[config.mk]
export PLATFORM = sky130hd
export DESIGN_NAME = combo_lock_ctrl
export DESIGN_NICKNAME = d
export VERILOG_FILES = /design/src/rtl/lock_pkg.sv /design/src/rtl/lock_timer.sv /design/src/rtl/combo_lock_ctrl.sv
export SDC_FILE = /design/constraint.sdc
export NUM_CORES = 1
export LEC_CHECK = 0
export BUFFER_PORTS_ARGS = -buffer_cell sky130_fd_sc_hd__buf_2
export CAP_MARGIN = 20
export CORE_MARGIN = 2
export CORE_UTILIZATION = 43
export CTS_BUF_LIST = sky130_fd_sc_hd__clkbuf_2 sky130_fd_sc_hd__clkbuf_4 sky130_fd_sc_hd__clkbuf_8
export DETAILED_ROUTE_END_ITERATION = 16
export GPL_ROUTABILITY_DRIVEN = 0
export GPL_TIMING_DRIVEN = 0
export PLACE_DENSITY = 0.71
export SLEW_MARGIN = 20
export SYNTH_ARGS = -nofsm -noshare
export SYNTH_HDL_FRONTEND = slang
export SYNTH_SLANG_ARGS = --single-unit
[constraint.sdc]
create_clock -name clk -period 3.2 [get_ports clk]
set_clock_uncertainty 0.15 [all_clocks]
set_input_delay 0 -clock clk [delete_from_list [all_inputs] [get_ports clk]]
set_output_delay 0 -clock clk [all_outputs]
set_load 0.02 [all_outputs]
[src/rtl/lock_pkg.sv]
// Shared state encoding and 5-bit display symbol codes for the combination lock.
package lock_pkg;

    typedef enum logic [2:0] {
        LOCKED  = 3'd0,
        L_ENTRY = 3'd1,
        OPEN    = 3'd2,
        O_ENTRY = 3'd3,
        CHANGE  = 3'd4,
        LOCKOUT = 3'd5
    } lock_state_e;

    localparam logic [4:0] SYM_C     = 5'd16;
    localparam logic [4:0] SYM_L     = 5'd17;
    localparam logic [4:0] SYM_S     = 5'd5;
    localparam logic [4:0] SYM_D     = 5'd13;
    localparam logic [4:0] SYM_O     = 5'd0;
    localparam logic [4:0] SYM_P     = 5'd18;
    localparam logic [4:0] SYM_E     = 5'd14;
    localparam logic [4:0] SYM_N     = 5'd19;
    localparam logic [4:0] SYM_DASH  = 5'd30;
    localparam logic [4:0] SYM_BLANK = 5'd31;

    // Symbol at position pos of the "CLSd" / "OPEN" banners, blank past the word.
    function automatic logic [4:0] banner_sym(input logic is_open, input int pos);
        logic [4:0] s;
        case (pos)
            0:       s = is_open ? SYM_O : SYM_C;
            1:       s = is_open ? SYM_P : SYM_L;
            2:       s = is_open ? SYM_E : SYM_S;
            3:       s = is_open ? SYM_N : SYM_D;
            default: s = SYM_BLANK;
        endcase
        return s;
    endfunction

endpackage

[src/rtl/lock_timer.sv]
// Loadable down-counter; done flags the final counted cycle (and an idle counter).
module lock_timer #(
    parameter int W = 32
) (
    input  logic         clk,
    input  logic         rst_n,
    input  logic         load,
    input  logic [W-1:0] load_val,
    output logic         done
);

    logic [W-1:0] count_reg;

    always_ff @(posedge clk or negedge rst_n) begin
        if (!rst_n) begin
            count_reg <= '0;
        end else if (load) begin
            count_reg <= load_val;
        end else if (count_reg != '0) begin
            count_reg <= count_reg - 1'b1;
        end
    end

    assign done = (count_reg <= {{(W-1){1'b0}}, 1'b1});

endmodule

[src/rtl/combo_lock_ctrl.sv]
// Combination lock controller: code entry, relock, code change and timed lockout.
// Optional LOCK_BLINK_EN macro blinks the active entry position.
module combo_lock_ctrl
    import lock_pkg::*;
#(
    parameter int NUM_DIGITS     = 4,
    parameter int DIGIT_W        = 4,
    parameter int MAX_TRIES      = 3,
    parameter int LOCKOUT_CYCLES = 1000,
    parameter int BLINK_HALF     = 50000000
) (
    input  logic                    clk,
    input  logic                    rst_n,
    input  logic                    clr,
    input  logic                    ent,
    input  logic                    change,
    input  logic [DIGIT_W-1:0]      sw,
    output logic                    unlocked,
    output logic                    alarm,
    output logic [3:0]              tries_left,
    output logic [2:0]              digit_idx,
    output logic [2:0]              state_o,
    output logic [NUM_DIGITS*5-1:0] disp
);

    localparam int BUF_W = NUM_DIGITS * DIGIT_W;

    function automatic logic [NUM_DIGITS*5-1:0] closed_banner();
        logic [NUM_DIGITS*5-1:0] v;
        v = '0;
        for (int p = 0; p < NUM_DIGITS; p++) begin
            v[(NUM_DIGITS-1-p)*5 +: 5] = banner_sym(1'b0, p);
        end
        return v;
    endfunction

    localparam logic [NUM_DIGITS*5-1:0] DISP_RESET = closed_banner();

    lock_state_e             state_reg, state_next;
    logic [BUF_W-1:0]        code_reg, code_next;
    logic [BUF_W-1:0]        entry_reg, entry_next;
    logic [BUF_W-1:0]        cand;
    logic [2:0]              idx_reg, idx_next;
    logic [3:0]              tries_reg, tries_next;
    logic                    unlocked_reg, alarm_reg;
    logic [NUM_DIGITS*5-1:0] disp_reg, disp_next;
    logic                    in_entry, last_digit, code_match;
    logic                    lock_load, lock_done, blink_off;

    assign in_entry   = (state_reg == L_ENTRY) || (state_reg == O_ENTRY) || (state_reg == CHANGE);
    assign last_digit = (idx_reg == 3'(NUM_DIGITS - 1));
    assign code_match = (cand == code_reg);

    // cand is the entry buffer with sw dropped into the active position.
    for (genvar gi = 0; gi < NUM_DIGITS; gi++) begin : g_slot
        logic [4:0] sym;

        assign cand[(NUM_DIGITS-1-gi)*DIGIT_W +: DIGIT_W] =
            (idx_reg == 3'(gi)) ? sw : entry_reg[(NUM_DIGITS-1-gi)*DIGIT_W +: DIGIT_W];

        always_comb begin
            sym = SYM_BLANK;
            if (state_reg == LOCKED) begin
                sym = banner_sym(1'b0, gi);
            end else if (state_reg == OPEN) begin
                sym = banner_sym(1'b1, gi);
            end else if (state_reg == LOCKOUT) begin
                sym = SYM_DASH;
            end else if (3'(gi) < idx_reg) begin
                sym = SYM_DASH;
            end else if (3'(gi) == idx_reg) begin
                sym = blink_off ? SYM_BLANK : {{(5-DIGIT_W){1'b0}}, sw};
            end
        end

        assign disp_next[(NUM_DIGITS-1-gi)*5 +: 5] = sym;
    end

    always_comb begin
        state_next = state_reg;
        code_next  = code_reg;
        entry_next = entry_reg;
        idx_next   = idx_reg;
        tries_next = tries_reg;
        if (state_reg == LOCKED) begin
            if (ent) begin
                state_next = L_ENTRY;
                entry_next = '0;
                idx_next   = '0;
            end
        end else if (in_entry) begin
            if (clr) begin
                entry_next = '0;
                idx_next   = '0;
            end else if (ent && !last_digit) begin
                entry_next = cand;
                idx_next   = idx_reg + 3'd1;
            end else if (ent) begin
                entry_next = '0;
                idx_next   = '0;
                if (state_reg == L_ENTRY) begin
                    if (code_match) begin
                        state_next = OPEN;
                        tries_next = 4'(MAX_TRIES);
                    end else if (tries_reg <= 4'd1) begin
                        state_next = LOCKOUT;
                        tries_next = 4'd0;
                    end else begin
                        state_next = LOCKED;
                        tries_next = tries_reg - 4'd1;
                    end
                end else if (state_reg == O_ENTRY) begin
                    state_next = code_match ? LOCKED : OPEN;
                end else begin
                    code_next  = cand;
                    state_next = OPEN;
                end
            end
        end else if (state_reg == OPEN) begin
            if (change || ent) begin
                state_next = change ? CHANGE : O_ENTRY;
                entry_next = '0;
                idx_next   = '0;
            end
        end else if (state_reg == LOCKOUT) begin
            if (lock_done) begin
                state_next = LOCKED;
                tries_next = 4'(MAX_TRIES);
            end
        end else begin
            state_next = LOCKED;
        end
    end

    assign lock_load = (state_next == LOCKOUT) && (state_reg != LOCKOUT);

    lock_timer #(.W(32)) u_lockout_timer (
        .clk      (clk),
        .rst_n    (rst_n),
        .load     (lock_load),
        .load_val (32'(LOCKOUT_CYCLES)),
        .done     (lock_done)
    );

`ifdef LOCK_BLINK_EN
    logic blink_load, blink_done, blink_phase_reg;

    // Any key activity restarts the blink so the new position is shown at once.
    assign blink_load = ent || clr || blink_done;
    assign blink_off  = blink_phase_reg;

    lock_timer #(.W(32)) u_blink_timer (
        .clk      (clk),
        .rst_n    (rst_n),
        .load     (blink_load),
        .load_val (32'(BLINK_HALF)),
        .done     (blink_done)
    );

    always_ff @(posedge clk or negedge rst_n) begin
        if (!rst_n) begin
            blink_phase_reg <= 1'b0;
        end else if (ent || clr) begin
            blink_phase_reg <= 1'b0;
        end else if (blink_done) begin
            blink_phase_reg <= ~blink_phase_reg;
        end
    end
`else
    assign blink_off = 1'b0;
`endif

    always_ff @(posedge clk or negedge rst_n) begin
        if (!rst_n) begin
            state_reg    <= LOCKED;
            code_reg     <= '0;
            entry_reg    <= '0;
            idx_reg      <= '0;
            tries_reg    <= 4'(MAX_TRIES);
            unlocked_reg <= 1'b0;
            alarm_reg    <= 1'b0;
            disp_reg     <= DISP_RESET;
        end else begin
            state_reg    <= state_next;
            code_reg     <= code_next;
            entry_reg    <= entry_next;
            idx_reg      <= idx_next;
            tries_reg    <= tries_next;
            unlocked_reg <= (state_next == OPEN) || (state_next == O_ENTRY) || (state_next == CHANGE);
            alarm_reg    <= (state_next == LOCKOUT);
            disp_reg     <= disp_next;
        end
    end

    assign unlocked   = unlocked_reg;
    assign alarm      = alarm_reg;
    assign tries_left = tries_reg;
    assign digit_idx  = idx_reg;
    assign state_o    = state_reg;
    assign disp       = disp_reg;

endmodule

* After elaboration in Yosys (flattened, before gate mapping) *
Index checks and enable logic that the tools add are counted.
W data, S select, Z words.

operators by class
  add/sub/neg operators = 3
  magnitude comparators = 6
  eq/ne operators = 22
  multiplexer cells = 66
  bitwise gates (word level) = 5
  reductions and logical operators = 19

operator list
  operator                 count
  $mux W16                 7
  $mux W5                  20
  $mux W32                 2
  $mux W3                  21
  $mux W4                  14
  $le A32 B1 Y1 const B    1
  $reduce_bool A32 Y1      1
  $sub A32 B1 Y32 const B  1
  $eq A3 B2 Y1 const B     6
  $eq A16 B16 Y1           1
  $eq A3 B3 Y1 const B     4
  $ne A2 B2 Y1 const B     4
  $reduce_and A8 Y1        1
  $reduce_and A7 Y1        1
  $eq A2 B3 Y1 const A     2
  $eq A3 B1 Y1 const B     2
  $logic_not A3 Y1         2
  $lt A1 B3 Y1 const A     2
  $lt A2 B3 Y1 const A     2
  $reduce_bool A2 Y1       3
  $reduce_bool A3 Y1       2
  $logic_or A1 B1 Y1       5
  $not A1 Y1               5
  $le A4 B1 Y1 const B     1
  other kinds (9)          11

storage, ports and cells
  register bits after elaboration = 96
  input port bits = 9
  output and inout bits = 32
  logic and storage cells = 130

* Longest topological paths before layout *
Gate-level depths: netlist of run 1.

  depth in word-level cells = 14
  depth in mapped cells = 13
  mapped depth without buffers = 9

* Hierarchy *
Synthesis of run 1 repeated with hierarchy kept, for this count alone.

unflattened totals
  cells, all modules = 602
  area, all modules = 5482.8 µm²

modules (own cells, without submodules)
  module           instances  cells an instance  area an instance (µm²)  sequential area each (µm²)
  combo_lock_ctrl  1          400                3592.2                  1614.0
  lock_timer       1          202                1890.6                  800.8

* Least setup slack after synthesis of run 1 *
No wires, ideal clock.

  path type = reg2reg
  start point = reg idx_reg[0] (netlist: digit_idx[0])
  end point = reg state_reg[2] (netlist: state_o[2])
  library setup time = 0.131 ns
  arrival time = 2.707 ns
  required time = 2.919 ns
  setup slack = 0.211 ns
  stages on the path, launching flop included = 13
  path buffers = 3
  clock period less this slack = 2.989 ns
  cells stage by stage = dfrtp_1 > buf_4 > inv_1 > ha_1 > nand2b_1 > clkbuf_1 > mux2i_1 > o22ai_1 > nor4b_2 > nand4_1 > and3_1 > buf_6 > or3_1

between the ends
  cells in the longest elaborated chain, start to end = 10
  elaborated cells between the ends (all ways) = 18
  classes of those cells = eq/ne: 4; mux: 11; reduce/logical: 3

ends and longest elaborated chain
  element                                     RTL line                                      text
  start, declared                             combo_lock_ctrl.sv:43                         logic [2:0] idx_reg, idx_next;
  start signal, assigned                      combo_lock_ctrl.sv:187                        idx_reg <= idx_next;
  $eq A3 B2 Y1, or another cell as far along  combo_lock_ctrl.sv:51, combo_lock_ctrl.sv:59
  $mux W4                                     combo_lock_ctrl.sv:59                         (idx_reg == 3'(gi)) ? sw : entry_reg[(NUM_DIGITS-1-gi)*DIGIT_W +: DIGIT_W];
  $eq A16 B16 Y1                              combo_lock_ctrl.sv:52                         assign code_match = (cand == code_reg);
  $mux W3                                     combo_lock_ctrl.sv:102                        if (code_match) begin
  $mux W3                                     combo_lock_ctrl.sv:101                        if (state_reg == L_ENTRY) begin
  $mux W3                                     combo_lock_ctrl.sv:98                         end else if (ent) begin
  $mux W3 *                                   combo_lock_ctrl.sv:95                         end else if (ent && !last_digit) begin
  $mux W3 *                                   combo_lock_ctrl.sv:92                         if (clr) begin
  $mux W3 *                                   combo_lock_ctrl.sv:91                         end else if (in_entry) begin
  $mux W3 *                                   combo_lock_ctrl.sv:85                         if (state_reg == LOCKED) begin
  via state_next[2]                           combo_lock_ctrl.sv:39                         lock_state_e state_reg, state_next;
  end signal, assigned                        combo_lock_ctrl.sv:184                        state_reg <= state_next;
  end, declared                               combo_lock_ctrl.sv:39

The timed path passes the listed nets; every way through them passes the cells marked *.
A chain may end at the register's enable or synchronous reset.

* Final worst setup path of run 1 *
  start point = reg idx_reg[2] (netlist: digit_idx[2])
  end point = reg state_reg[2] (netlist: state_o[2])

Same word-level chain as after synthesis.

==> results of run 1 <==
cells in the final DEF, fill, tap and decap left out, types with 6 or more instances in the layout:
cell and count:
dfrtp_1 86, nor2_1 72, nand2_1 47, buf_2 41, o21ai_0 40, xnor2_1 24, nor3_1 21, inv_1 20
a21oi_1 14, xor2_1 14, clkbuf_1 14, mux2i_1 13, a22o_1 13, nor2b_1 12, nand3_1 12, clkbuf_8 11
nor4_1 10, dfstp_2 10, nand3b_1 8, or3_1 7, ha_1 6, dlygate4sd3_1 6
tightest hold or removal path: stages:
cell     delay [ps]
buf_2           150
inv_1           130
nor2_1           60
a21oi_1         100
o21ai_0          70
metrics by stage:
stage	power, uW	TNS [ps]	instance area [sq um]	utilization (%)	std cells
floorplan	2510	0	4990	-	529
global placement	2870	-63.7	5370	47.2	711
detailed placement	2910	-196	5400	47.5	712
CTS	3740	0	5690	50.0	734
global route	4070	0	5780	50.8	737
finish	3850	0	5780	50.8	737
power by group:
group | leakage, uW | total [uW] | switching [uW] | internal, uW
combinational | 0.00110 | 1480 | 914 | 569
sequential | 0.00110 | 1540 | 110 | 1430
clock | 0.000101 | 829 | 428 | 401
cell type report:
type,count,area [sq um]
plain buffers,25,130
clock buffers,11,151
clock inverters,5,55.1
fillers,1005,5590
inverters,21,82.6
multi-input cells,386,2440
flip-flops and latches,96,2410
well taps,143,179
repair buffers,50,332
per-layer routing:
metal / global-route usage (%) / share of wire (%) / up-vias
met5: 0 / 0 / -
met4: 5.27 / 1.4 / 0
met3: 4.25 / 5.6 / 13
met2: 31.2 / 48 / 116
met1: 26.7 / 45 / 1988
li1: - / - / 1970
cell families after synthesis:
group                      Yosys count
buffers and inverters               47
muxes                               14
and+or+nand+nor                    225
AOI/OAI and AO/OA                  101
xor gates and xnor gates            38
DFF                                 96
adders and majority gates            8
how the worst min path moves through the flow:
stage | from | end | depth (start not counted)
after detailed placement | rst_n | entry_reg[5] | 1
after global placement | change | state_o[2] | 4
after global routing | rst_n | disp[10] | 2
after floorplan | rst_n | alarm | 0
final | sw[1] | code_reg[13] | 5
after CTS | sw[1] | code_reg[1] | 5
timing repair:
item | in CTS | in global routing
buffers inserted | 0 | 3
endpoints found under the setup margin | 22 | 27
pin swaps | 1 | 3
hold buffers | 7 | 0
gates resized for setup | 1 | 20
endpoints found under the hold margin | 102 | 0
==> out/qor.yml, run 1 <==
cells_and_area:
  nNetsFinal: 606
  largest_reg_flops: 32
  area_growth_syn_to_layout_pct: 15.8
  drive_gt1_share_pct: 16.5
  n_antenna_cell: 0
grt:
  grt_use_total_pct: 19.4
  grt-ovfl-total: 0
  grt_start_max_net_pins: 56
  grt_pass1_vias: 4056
  grt_pass1_wl_um: 19800
  grt_antenna_before_repair: 0
clocking:
  cts_root_buf: "clkbuf_8"
  insertion_delay_ps: 370
  h-tree-depth: 3
  clk_pin_slew_ps: 90
  cts_tree: "built"
  cts_sinks: 96
  cts_inserted_buffers: 9
  clockBufferDepth: 2
placement:
  io_buffers: 39
  post-dp-hpwl_um: 8330
  dp_slack_ps: -84.6
pwr:
  ir_drop_mv: 0.419
  powerDensity_nw_per_um2: 666
  p_leak_uw: 0.00231
detailed_routing:
  drt-initial-drc-count: 409
  routed_wl_um: 11800
  drc: 0
  first_pass_iters: 4
  dr_total_vias: 4087
  vias_per_cell: 5.55
  wl_per_cell_um: 16.0
  antenna_left: 0
floorplanning:
  io_pins: 41
  initial_core_util_pct: 43.9
  die_h_um: 112
  core_area_sq_um: 11400
  rows: 39
  fp.dieW_um: 112
  die-area_sq_um: 12500
synth:
  ys.flop_type: "dfrtp_1"
  synth_area_sq_um: 4990
  synth_top_family_by_area: "simple AND/OR/NAND/NOR gates"
  synth_edf_count: 0
  syn_avg_cell_area_sq_um: 9.44
  synth_top_area_cell: "dfrtp_1"
  synth_area_leaders: "dfrtp_1 43%, nor2_1 5.4%, dfstp_2 5.3%"
  synthMuxAreaShare_pct: 2.83
  synth_top_cell_area_share_pct: 43.1
  syn-num-nets: 546
  synthArstFlopShare_pct: 100
  synth-seq-area-share_pct: 48.4
  synth_compound_area_share_pct: 12.9
  synth_common_cells: "86 x dfrtp_1, 72 x nor2_1, 47 x nand2_1"
  synthSimpleGateAreaFrac_pct: 23.3
  ys_warn_count: 0
  yosysMostFrequentCell: "dfrtp_1"
  synth-adder-area-share_pct: 2.00
  synth_cells: 529
  synthXorXnorAreaFrac_pct: 6.66
  yosys.cell_types.count: 61
  ys_ff_latch: 96
critical_path:
  r2r_setup_slack_ps: 140
  endpoint_kind: "flop"
  startpoint_type: "flop"
  path_class: "reg -> reg"
  r2r_cells: 9
  cp_top_family: "simple AND/OR/NAND/NOR gates"
  required_ps: 3300
  startpoint: "digit_idx[2]"
  cp_cell_sequence: "clkbuf_1 > nor2b_1 > nor2_1 > o2bb2ai_1 > nor4b_2 > nand4_1 > and3_1 > buf_6 > or3_1"
  rr_startpoint: "digit_idx[2]"
  crit_buf_inv: 2
  cp_max_fo: 10
  worstSetupPathDepth: 9
  rr_endpoint: "state_o[2]"
  critical-path-slowest-cell: "dfrtp_1"
  max_stage_delay_ps: 560
  cp.arrival_ps: 3150
  endpoint: "state_o[2]"
run_status:
  outcome: "finished, final reports clean"
worst_hold_path:
  hp-class: "in -> reg"
sta:
  fin_ws_ps: 143
  finalHoldViolCount: 0
  clock.fmax_mhz: 327
  finalCriticalPeriod_ps: 3060
  min_period_over_period_pct: 95.5
  rsz0062_at_grt: "false"
  slew_headroom_pct: 56.0
  tightest_slew_ps: 654
  hold_ws_ps: 33.5
  drv_slew: 0
  setup_viol: 0
run:
  drv_cap: 0
(Power assumes the default switching activity.)
==> run 2, diff against run 1 <==
- CELL_PAD_IN_SITES_DETAIL_PLACEMENT: default -> 1
- CELL_PAD_IN_SITES_GLOBAL_PLACEMENT: default -> 1
- MAX_ROUTING_LAYER: default -> met4
- PLACE_DENSITY: 0.71 -> 0.85
==> out/qor.yml, run 2 (synthesized netlist as in run 1, its figures left out) <==
run_status:
  outcome: "finished, final reports clean"
detailed_routing:
  drt-initial-drc-count: 313
  vias_per_cell: 5.79
  drc: 0
  antenna_left: 0
  dr_total_vias: 4258
  wl_per_cell_um: 18.7
  first_pass_iters: 5
  routed_wl_um: 13800
clocking:
  clockBufferDepth: 2
  clk_pin_slew_ps: 100
  cts_sinks: 96
  h-tree-depth: 3
  cts_root_buf: "clkbuf_8"
  insertion_delay_ps: 390
  cts_inserted_buffers: 9
  cts_tree: "built"
placement:
  post-dp-hpwl_um: 9560
  dp_slack_ps: -132
  place_area_sq_um: 5400
  io_buffers: 39
  dp.cells: 712
worst_hold_path:
  hp-class: "in -> reg"
  hp-start: "sw[1]"
critical_path:
  max_stage_delay_ps: 430
  required_ps: 3320
  rr_startpoint: "digit_idx[1]"
  endpoint_kind: "flop"
  cp.arrival_ps: 3200
  path_class: "reg -> reg"
  crit_top_cell: "buf_2"
  cp_max_fo: 10
  cp_cell_sequence: "buf_2 > inv_1 > ha_1 > nand2b_1 > buf_2 > a221oi_2 > o2bb2ai_1 > nor4b_2 > nand4_1 > and3_1 > buf_6 > or3_1"
  startpoint: "digit_idx[1]"
  startpoint_type: "flop"
  critical-path-slowest-cell: "dfrtp_1"
floorplanning:
  io_pins: 41
  die-area_sq_um: 12500
  rows: 39
  core_area_sq_um: 11400
  die_h_um: 112
  fp.dieW_um: 112
  initial_core_util_pct: 43.9
sta:
  setup_viol: 0
  finalHoldViolCount: 0
  min_period_over_period_pct: 96.5
  drv_slew: 0
  clock.fmax_mhz: 324
  fin_ws_ps: 113
  rsz0062_at_grt: "true"
  tightest_slew_ps: 700
  slew_headroom_pct: 52.9
  finalCriticalPeriod_ps: 3090
cells_and_area:
  design_area_sq_um: 5740
  drive_gt1_share_pct: 15.7
  layout_commonest_cell: "dfrtp_1"
  multi_input_area_sq_um: 2400
  nNetsFinal: 604
  regArea_sq_um: 2410
  n_antenna_cell: 0
  layout.cells.non_filler: 735
  nFillCells: 1322
  largest_reg_flops: 32
  final_cell_mix: "86 x dfrtp_1, 72 x nor2_1, 47 x nand2_1"
  area_growth_syn_to_layout_pct: 14.9
grt:
  grt_pass1_vias: 4543
  grt-ovfl-total: 0
  grt_start_max_net_pins: 56
  grt_antenna_before_repair: 0
  grt_use_total_pct: 23.9
  grt_pass1_wl_um: 23200
pwr:
  powerDensity_nw_per_um2: 684
  ir_drop_mv: 0.471
  p_leak_uw: 0.00231
  total_power_uw: 3930
run:
  drv_cap: 0
==> run 2: cell count changes in the layout (fill, tap and decap cells not counted), moves of 2 or more <==
cell	delta
ha_4	-2
clkinvlp_4	-3
ha_1	+2
clkinv_2	-2
buf_4	-2
clkinv_4	+2
buf_2	+2
nand2b_4	-2
==> run 2: worst paths after layout <==
path	endpoint	slack (ps)	depth (start not counted)
max	state_o[2]	110	12
min in group asynchronous	disp[0]	40	2
max reg2reg	state_o[2]	110	12
min reg2reg	u_lockout_timer.count_reg[7]	350	2
min	code_reg[13]	9	5
max in group asynchronous	tries_left[0]	2510	3
==> run 2: per-stage QoR <==
step           TNS, ps  util [%]  hold WS (ps)
3_3_place_gp      -131      47.2           252
3_5_place_dp     -1320      47.5          -210
4_1_cts              0      50.3          4.09
5_1_grt          -8.27      50.5          52.0
2_1_floorplan        0         -          -446
6_report             0      50.5          9.30
==> run 2: final cells by class <==
cell class                      count  area share (%)
Sequential cell                    96            42.1
Multi-Input combinational cell    386            41.8
Timing Repair Buffer               48            5.52
Tap cell                          143            3.12
Clock buffer                       12            2.66
Buffer                             25            2.11
Inverter                           21            1.37
Clock inverter                      4            1.35
==> run 2: layer usage <==
metal	global-route usage, %	vias to the layer above	share of wire [%]
met2	38.8	118	50
met3	3.54	25	4.4
met1	30.4	2157	44
li1	-	1958	-
met5	-	-	0
met4	9.38	0	2.0
==> run 2: where the power goes <==
part	internal (uW)	switching [uW]
clock	483	454
sequential	1430	114
combinational	513	936
total	2420	1500
==> run 2: critical path, delay by kind of cell, from the launching register on <==
| kind | cells | cell delay, ps |
|---|---|---|
| buf+inv | 4 | 650 |
| fa+ha+maj | 1 | 220 |
| flops | 1 | 430 |
| simple gates | 5 | 1220 |
| compound gates | 2 | 310 |
==> run 2: timing repair <==
action,4_1_cts,5_1_grt
hold buffers,7,0
buffers inserted,1,0
resized for setup,0,10
cloned,0,0
pin swaps,1,1
hold endpoints to repair,102,0
endpoints found under the setup margin,22,33
==> run 3, diff against run 2 <==
- GPL_TIMING_DRIVEN: 0 -> 1
- clock period: 3.2 -> 2.85 ns (I/O delays scaled with it)
==> out/qor.yml, run 3 (synthesized netlist as in run 1, its figures left out) <==
cells_and_area:
  n_antenna_cell: 0
  final_cell_mix: "84 x dfrtp_1, 72 x nor2_1, 47 x nand2_1"
  largest_reg_flops: 32
  layout.cells.non_filler: 739
  nNetsFinal: 608
  area_growth_syn_to_layout_pct: 16.5
  final_util_pct: 51.2
  nFillCells: 1301
  drive_gt1_share_pct: 19.3
  layout_commonest_cell: "dfrtp_1"
detailed_routing:
  drt-initial-drc-count: 295
  wl_per_cell_um: 18.7
  first_pass_iters: 5
  dr_total_vias: 4213
  antenna_left: 0
  routed_wl_um: 13800
  vias_per_cell: 5.70
  drc: 0
grt:
  grt_pass1_vias: 4604
  grt-ovfl-total: 0
  grt_pass1_wl_um: 22900
  grt_use_total_pct: 23.3
  grt_start_max_net_pins: 65
  grt_antenna_before_repair: 0
pwr:
  p_sw_uw: 1680
  seqPwrFrac_pct: 40.1
  combPwrFrac_pct: 38.8
  p_leak_uw: 0.00236
  clkPwrFrac_pct: 21.1
  ir_drop_mv: 0.445
  p_sw_share_pct: 38.3
  powerDensity_nw_per_um2: 753
  p_int_uw: 2710
clocking:
  cts_tree: "built"
  cts_inserted_buffers: 9
  clk_pin_slew_ps: 90
  cts_root_buf: "clkbuf_8"
  clockBufferDepth: 2
  insertion_delay_ps: 370
  h-tree-depth: 3
  cts_sinks: 96
sta:
  finalCriticalPeriod_ps: 2740
  setup_viol: 0
  drv_slew: 0
  slew_headroom_pct: 43.6
  finalHoldViolCount: 0
  fin_setup_tns_ps: 0
  tightest_slew_ps: 846
  clock.fmax_mhz: 365
  min_period_over_period_pct: 96.1
critical_path:
  rr_startpoint: "digit_idx[1]"
  r2r_cells: 9
  r2r_setup_slack_ps: 110
  startpoint_type: "flop"
  endpoint_kind: "flop"
  rr_endpoint: "u_lockout_timer.count_reg[25]"
  required_ps: 2950
  path_class: "reg -> reg"
  cp_max_fo: 14
  cp.arrival_ps: 2840
floorplanning:
  core_area_sq_um: 11400
  io_pins: 41
  rows: 39
  initial_core_util_pct: 43.9
  die-area_sq_um: 12500
  die_h_um: 112
  fp.dieW_um: 112
placement:
  io_buffers: 40
  post-dp-hpwl_um: 9500
  dp.cells: 709
run_status:
  outcome: "finished, final reports clean"
run:
  drv_cap: 0
worst_hold_path:
  hp-class: "in -> async"
[run 3: changes by cell type in the layout (fill, tap and decap cells not counted), sizes merged]
cell,delta
clkinvlp,+1
clkbuf,-15
clkinv,-1
bufinv,-1
dlygate4sd3,+2
buf,+18
[run 3: repair_timing]
item / CTS / global route
endpoints found under the setup margin: 2 / 39
hold endpoints to repair: 84 / 0
resized for setup: 0 / 11
pin swaps: 0 / 2
hold buffers: 8 / 0
setup buffers: 1 / 5
[run 3: per-stage QoR]
| step | hold WS [ps] | worst slack (ps) | cell area, sq um | power [uW] |
|---|---|---|---|---|
| after global placement | -12.4 | 165 | 5440 | 3270 |
| final | 116 | 112 | 5820 | 4380 |
| after detailed placement | 9.98 | 33.1 | 5440 | 3360 |
| after CTS | 140 | 29.4 | 5730 | 4320 |
| after global routing | 197 | -26.5 | 5820 | 4620 |
| after floorplan | -446 | 18.2 | 5000 | 2820 |
[run 3: worst max-delay path by stage]
stage	from	end	slack, ps
finish	digit_idx[1]	u_lockout_timer.count_reg[25]	110
CTS	digit_idx[1]	u_lockout_timer.count_reg[1]	30
detailed placement	digit_idx[0]	u_lockout_timer.count_reg[1]	30
floorplan	digit_idx[1]	state_o[2]	20
global placement	digit_idx[0]	state_o[2]	170
global route	digit_idx[1]	state_o[2]	-30
[run 3: critical path: stages (launching register included)]
cell,delay (ps)
dfrtp_2,460
buf_4,150
or3b_4,470
or3_1,380
nand4_1,150
and4b_1,220
nand4_1,130
and3_4,220
buf_4,210
nor2_1,80
[run 3: power by group through the flow]
stage	Combinational, uW	Sequential, uW	Clock [uW]
floorplan	900	1920	0
global placement	1500	1770	0
detailed placement	1570	1790	0
CTS	1620	1760	945
global route	1840	1790	993
finish	1700	1760	926
[run 3: area by class of cell]
class | instances | area, sq um | area share (%)
clock buffer | 13 | 160 | 2.75
clock inverter | 3 | 42.5 | 0.731
inverter | 21 | 78.8 | 1.35
multi-input combinational | 386 | 2420 | 41.7
sequential | 96 | 2420 | 41.5
tap | 143 | 179 | 3.08
timing repair buffer | 77 | 517 | 8.88
[run 3: routing by layer]
layer | GRT usage (%) | part of all wire, % | up-vias
met4 | 9.63 | 2.5 | 0
li1 | - | - | 1962
met2 | 38.5 | 50 | 105
met1 | 29.2 | 44 | 2118
met3 | 2.56 | 3.4 | 28
met5 | - | 0 | -
